<file path="config.mk">
export PLATFORM = sky130hd
export DESIGN_NAME = store_merge_unit
export DESIGN_NICKNAME = d
export VERILOG_FILES = /design/src/rtl/store_merge_unit.sv
export SDC_FILE = /design/constraint.sdc
export NUM_CORES = 1
export LEC_CHECK = 0
export CAP_MARGIN = 15
export CORE_UTILIZATION = 40
export DETAILED_ROUTE_END_ITERATION = 8
export PLACE_DENSITY_LB_ADDON = 0.05
export SYNTH_ARGS = -nofsm -noshare
export SYNTH_HDL_FRONTEND = slang
export SYNTH_SLANG_ARGS = --single-unit
</file>
<file path="constraint.sdc">
create_clock -name Clk -period 2.4 [get_ports Clk]
set_input_delay 0.24 -clock Clk [delete_from_list [all_inputs] [get_ports Clk]]
set_output_delay 0.24 -clock Clk [all_outputs]
set_load 0.05 [all_outputs]
</file>
<file path="src/rtl/store_merge_unit.sv">
// Store path of the MEM stage: commits sw/sh/sb to a word-wide synchronous-read memory,
// using read-modify-write for sub-word stores and rejecting misaligned accesses.
//
// state   | meaning
// --------+-----------------------------------------------------------
// S_IDLE  | waiting for StoreReq; latches the request when it arrives
// S_READ  | MemRead strobe for the word holding the sub-word target
// S_MERGE | memory word is valid; merge new lanes into MemWriteData
// S_WRITE | MemWrite strobe with the final word, Done pulse
// S_ERR   | misaligned store rejected, Misaligned + Done pulse
module store_merge_unit #(
    parameter int ADDR_W = 10
) (
    input  logic              Clk,
    input  logic              Reset,
    input  logic              StoreReq,
    input  logic [1:0]        sel,
    input  logic [31:0]       Address,
    input  logic [31:0]       WriteData,
    input  logic [31:0]       MemReadData,
    output logic [ADDR_W-1:0] MemAddr,
    output logic              MemRead,
    output logic              MemWrite,
    output logic [31:0]       MemWriteData,
    output logic              Stall,
    output logic              Done,
    output logic              Misaligned
);

    typedef enum logic [2:0] {
        S_IDLE  = 3'd0,
        S_READ  = 3'd1,
        S_MERGE = 3'd2,
        S_WRITE = 3'd3,
        S_ERR   = 3'd4
    } state_t;

    state_t            r_state;
    state_t            w_next;
    logic [1:0]        r_sel;
    logic [1:0]        r_byte_off;
    logic [15:0]       r_wdata;
    logic [ADDR_W-1:0] r_mem_addr;
    logic [31:0]       r_mem_wdata;

    logic              w_is_sw;
    logic              w_misaligned;
    logic              w_accept;
    logic [31:0]       w_merged;

    // Upper byte-address bits lie outside the memory and are intentionally dropped.
    logic              w_unused_addr;
    assign w_unused_addr = ^Address[31:ADDR_W+2];

    // sel = 11 behaves exactly like sw.
    assign w_is_sw      = (sel == 2'b00) || (sel == 2'b11);
    assign w_misaligned = w_is_sw ? (Address[1:0] != 2'b00)
                                  : ((sel == 2'b01) && Address[0]);
    assign w_accept     = (r_state == S_IDLE) && StoreReq;

    always_comb begin
        w_merged = MemReadData;
        if (r_sel == 2'b10) begin
            case (r_byte_off)
                2'b00:   w_merged[7:0]   = r_wdata[7:0];
                2'b01:   w_merged[15:8]  = r_wdata[7:0];
                2'b10:   w_merged[23:16] = r_wdata[7:0];
                default: w_merged[31:24] = r_wdata[7:0];
            endcase
        end else if (r_byte_off[1]) begin
            w_merged[31:16] = r_wdata;
        end else begin
            w_merged[15:0] = r_wdata;
        end
    end

    always_comb begin
        w_next     = r_state;
        MemRead    = 1'b0;
        MemWrite   = 1'b0;
        Done       = 1'b0;
        Misaligned = 1'b0;
        case (r_state)
            S_IDLE: begin
                if (StoreReq) begin
                    if (w_misaligned)  w_next = S_ERR;
                    else if (w_is_sw)  w_next = S_WRITE;
                    else               w_next = S_READ;
                end
            end
            S_READ: begin
                MemRead = 1'b1;
                w_next  = S_MERGE;
            end
            S_MERGE: w_next = S_WRITE;
            S_WRITE: begin
                MemWrite = 1'b1;
                Done     = 1'b1;
                w_next   = S_IDLE;
            end
            S_ERR: begin
                Misaligned = 1'b1;
                Done       = 1'b1;
                w_next     = S_IDLE;
            end
            default: w_next = S_IDLE;
        endcase
    end

    assign Stall = w_accept || (r_state == S_READ) || (r_state == S_MERGE);

    always_ff @(posedge Clk) begin
        if (Reset) begin
            r_state     <= S_IDLE;
            r_sel       <= 2'b00;
            r_byte_off  <= 2'b00;
            r_wdata     <= 16'h0000;
            r_mem_addr  <= '0;
            r_mem_wdata <= 32'h0000_0000;
        end else begin
            r_state <= w_next;
            if (w_accept) begin
                r_sel      <= sel;
                r_byte_off <= Address[1:0];
                r_wdata    <= WriteData[15:0];
                r_mem_addr <= Address[ADDR_W+1:2];
                if (w_is_sw && !w_misaligned) r_mem_wdata <= WriteData;
            end
            if (r_state == S_MERGE) r_mem_wdata <= w_merged;
        end
    end

    assign MemAddr      = r_mem_addr;
    assign MemWriteData = r_mem_wdata;

endmodule

</file>
==> reports/summary.json <==
{
  "min_from": {"value": "Address[2]"},
  "max_cap_viol_count": {"value": 0},
  "insertedDiodeCount": {"value": 0},
  "drt-vias-per-instance": {"value": 5.048},
  "routedWlPerCell": {"value": 15.10, "unit": "um"},
  "dr_total_vias": {"value": 2812},
  "critical_path.reg2reg.endpoint": {"value": "MemWriteData[17]"},
  "numPortBuffers": {"value": 127},
  "pre_cts_ws": {"value": 0.1820, "unit": "ns"},
  "clkSinkCount": {"value": 65},
  "area_delta_synth_final": {"value": 50.99, "unit": "%"},
  "mean_instance_size_in_the_synthesized_netlist": {"value": 8.993, "unit": "um^2"},
  "final_period_util": {"value": 90.22, "unit": "%"},
  "leakagePower": {"value": 1.930, "unit": "nW"},
  "detailedRoute.firstPassIterationCount": {"value": 4},
  "post-route-cell-area": {"value": 4494, "unit": "um^2"},
  "ff2ff_path_depth": {"value": 4},
  "fin_util": {"value": 62.30, "unit": "%"},
  "irDropWorstVdd": {"value": 0.3516, "unit": "mV"},
  "timing.clock.skew": {"value": 0.009736, "unit": "ns"},
  "worst_slew_margin_rel": {"value": 54.73, "unit": "%"},
  "final_critical_path_setup_slack": {"value": 0.2348, "unit": "ns"},
  "clk_pin_slew_worst_paths": {"value": 0.07, "unit": "ns"},
  "final_cell_count_no_fill": {"value": 557},
  "mostFrequentLayoutCell": {"value": "clkdlybuf4s50_1"},
  "detailed_place_hpwl": {"value": 5.855, "unit": "mm"},
  "final-setup-viol-count": {"value": 0},
  "synth_fp_nets": {"value": 433},
  "synth-edff-count": {"value": 0},
  "nFillCells": {"value": 680},
  "run_status": {"value": "complete, no violations"},
  "post_synth_inst_count": {"value": 331},
  "gp_congestion": {"value": 0.8097},
  "nets": {"value": 555},
  "report.final.slew_viol_count": {"value": 0},
  "timing.fmax": {"value": 461.8, "unit": "MHz"},
  "tritoncts_clock_tree": {"value": "yes"},
  "floorplan.core_area": {"value": 7214, "unit": "um^2"},
  "initial_core_util": {"value": 41.26, "unit": "%"},
  "crit_path_end_kind": {"value": "primary output"},
  "detail_route.drc_violations": {"value": 0},
  "antenna_found_initial": {"value": 0},
  "fin_tns_setup": {"value": 0, "unit": "ns"},
  "placed_area": {"value": 4319, "unit": "um^2"},
  "drive_above_1_share": {"value": 8.297, "unit": "%"},
  "vias_in_the_first_global_route": {"value": 2750},
  "most_used_flip_flop_cell_after_synthesis": {"value": "dfxtp_1"},
  "post-cts-setup-buffer-count": {"value": 0},
  "htree_num_levels": {"value": 3},
  "worstHoldPathCells": {"value": 3},
  "clk-insertion-delay-late": {"value": 0.34, "unit": "ns"},
  "placed_cells_incl_taps": {"value": 541},
  "first_iter_violations": {"value": 117},
  "globalRouteTotalUtil": {"value": 22.40, "unit": "%"},
  "std_cell_rows": {"value": 31},
  "grt_start_max_net_pins": {"value": 33},
  "synth.distinct_cells": {"value": 31},
  "yosys_warnings": {"value": 0},
  "clock-root-buffer": {"value": "clkbuf_8"},
  "fin_worst_hold_slack": {"value": 0.4464, "unit": "ns"},
  "ctsResizeCount": {"value": 0},
  "clock_tree.buffer_depth": {"value": 2},
  "cts_hold_repair.buffers": {"value": 0},
  "worstPathMaxFanout": {"value": 11},
  "async_reset_ff_share": {"value": 0, "unit": "%"},
  "tritoncts.num_buffers": {"value": 9},
  "critPathRequiredTime": {"value": 2.16, "unit": "ns"},
  "timing.rr.start": {"value": "r_sel[1]"},
  "synthesized_cell_area": {"value": 2977, "unit": "um^2"},
  "grt_setup_unrepaired": {"value": "no"},
  "cp_launch_type": {"value": "flip-flop"},
  "layout.cells.most_common_list": {"value": "125 x clkdlybuf4s50_1, 65 x dfxtp_1, 61 x nand2_1, 48 x mux2i_1, 33 x a21oi_1"},
  "seq_cells_post_synth": {"value": 65},
  "routed_wire_length": {"value": 8.410, "unit": "mm"},
  "final_period_minus_worst_setup_slack": {"value": 2.165, "unit": "ns"},
  "min_to": {"value": "MemAddr[0]"},
  "grt_overflow": {"value": 0},
  "hp-class": {"value": "input port to flip-flop"},
  "timing_hold_violations_final": {"value": 0},
  "cp.arrival": {"value": 1.93, "unit": "ns"},
  "floorplan.die.width": {"value": 88.27, "unit": "um"},
  "yosysSeqAreaShare": {"value": 43.72, "unit": "%"},
  "fp.dieArea": {"value": 7791, "unit": "um^2"},
  "num_io_pins": {"value": 148},
  "p_total": {"value": 2.966, "unit": "mW"},
  "grt_first_pass_wirelength": {"value": 13.28, "unit": "mm"},
  "power_density": {"value": 660.0, "unit": "nW/um^2"},
  "timing.setup.critical_path_class": {"value": "flip-flop to primary output"},
  "die_y": {"value": 88.27, "unit": "um"},
  "slew_at_the_pin_closest_to_its_max_slew_limit": {"value": 0.6791, "unit": "ns"},
  "drtAntennaViolNets": {"value": 0},
  "setup.reg_to_reg.worst_slack": {"value": 0.73, "unit": "ns"}
}
-- power by group --
part / switching [mW] / internal [mW] / total (mW)
logic: 0.512 / 0.396 / 0.908
clock network: 0.422 / 0.399 / 0.821
registers: 0.0670 / 1.17 / 1.24
total: 1.00 / 1.96 / 2.97
-- sequential cells by signal, summed over array words and instances, names as in the netlist --
| signal | count |
|---|---|
| r_wdata | 16 |
| MemAddr | 10 |
| MemWriteData | 32 |
| r_state | 3 |
| r_byte_off | 2 |
| r_sel | 2 |
-- final cells by class --
cell class	count	area, um^2	share of cell area, %
Sequential cell	65	1301	28.95
Tap cell	99	123.9	2.756
Multi-Input combinational cell	238	1534	34.13
Clock inverter	5	31.28	0.6960
Timing Repair Buffer	136	1351	30.07
Inverter	3	11.26	0.2506
Clock buffer	11	141.4	3.146
-- logic make-up after synthesis --
| group | share of synthesized area, % |
|---|---|
| simple gates | 15.30 |
| buf+inv | 4.750 |
| mux | 19.17 |
| fa+ha+maj | 0.4203 |
| flops | 43.72 |
| compound gates | 16.65 |
-- worst max-delay path: stages (launching register included) --
cell and delay (ns):
dfxtp_1 0.56, and3b_1 0.23, clkdlybuf4s50_1 0.80
-- synthesized netlist by cell type (2+ instances only) --
library cell / count / area [um^2]
a21o_1: 3 / 22.52
a21oi_1: 33 / 165.2
buf_2: 5 / 25.02
buf_6: 4 / 45.04
clkbuf_1: 16 / 60.06
dfxtp_1: 65 / 1301
inv_1: 2 / 7.510
mux2_2: 8 / 90.09
mux2i_1: 48 / 480.5
nand2_1: 61 / 229.0
nand2b_1: 8 / 50.05
nor2_1: 18 / 67.56
nor3_1: 3 / 15.01
nor3b_1: 2 / 15.01
o22ai_1: 32 / 200.2
o32ai_1: 8 / 70.07
-- routing by layer --
metal  part of all wire [%]  global-route usage, %
met2                     47                  36.29
met1                     46                  29.02
met4                    1.5                  9.238
met5                      0                      0
met3                    6.0                  4.757
-- worst max path at each step --
stage               cells after the start                to        from  slack [ns]
floorplan                               3             Stall  r_state[1]        0.37
global placement                        8  MemWriteData[31]      sel[1]        0.24
detailed placement                      8  MemWriteData[19]      sel[1]        0.18
CTS                                     4              Done  r_state[1]       0.007
global route                            2          MemWrite  r_state[1]        0.15
finish                                  2          MemWrite  r_state[1]        0.23
Power figures use the tool's default switching activity.
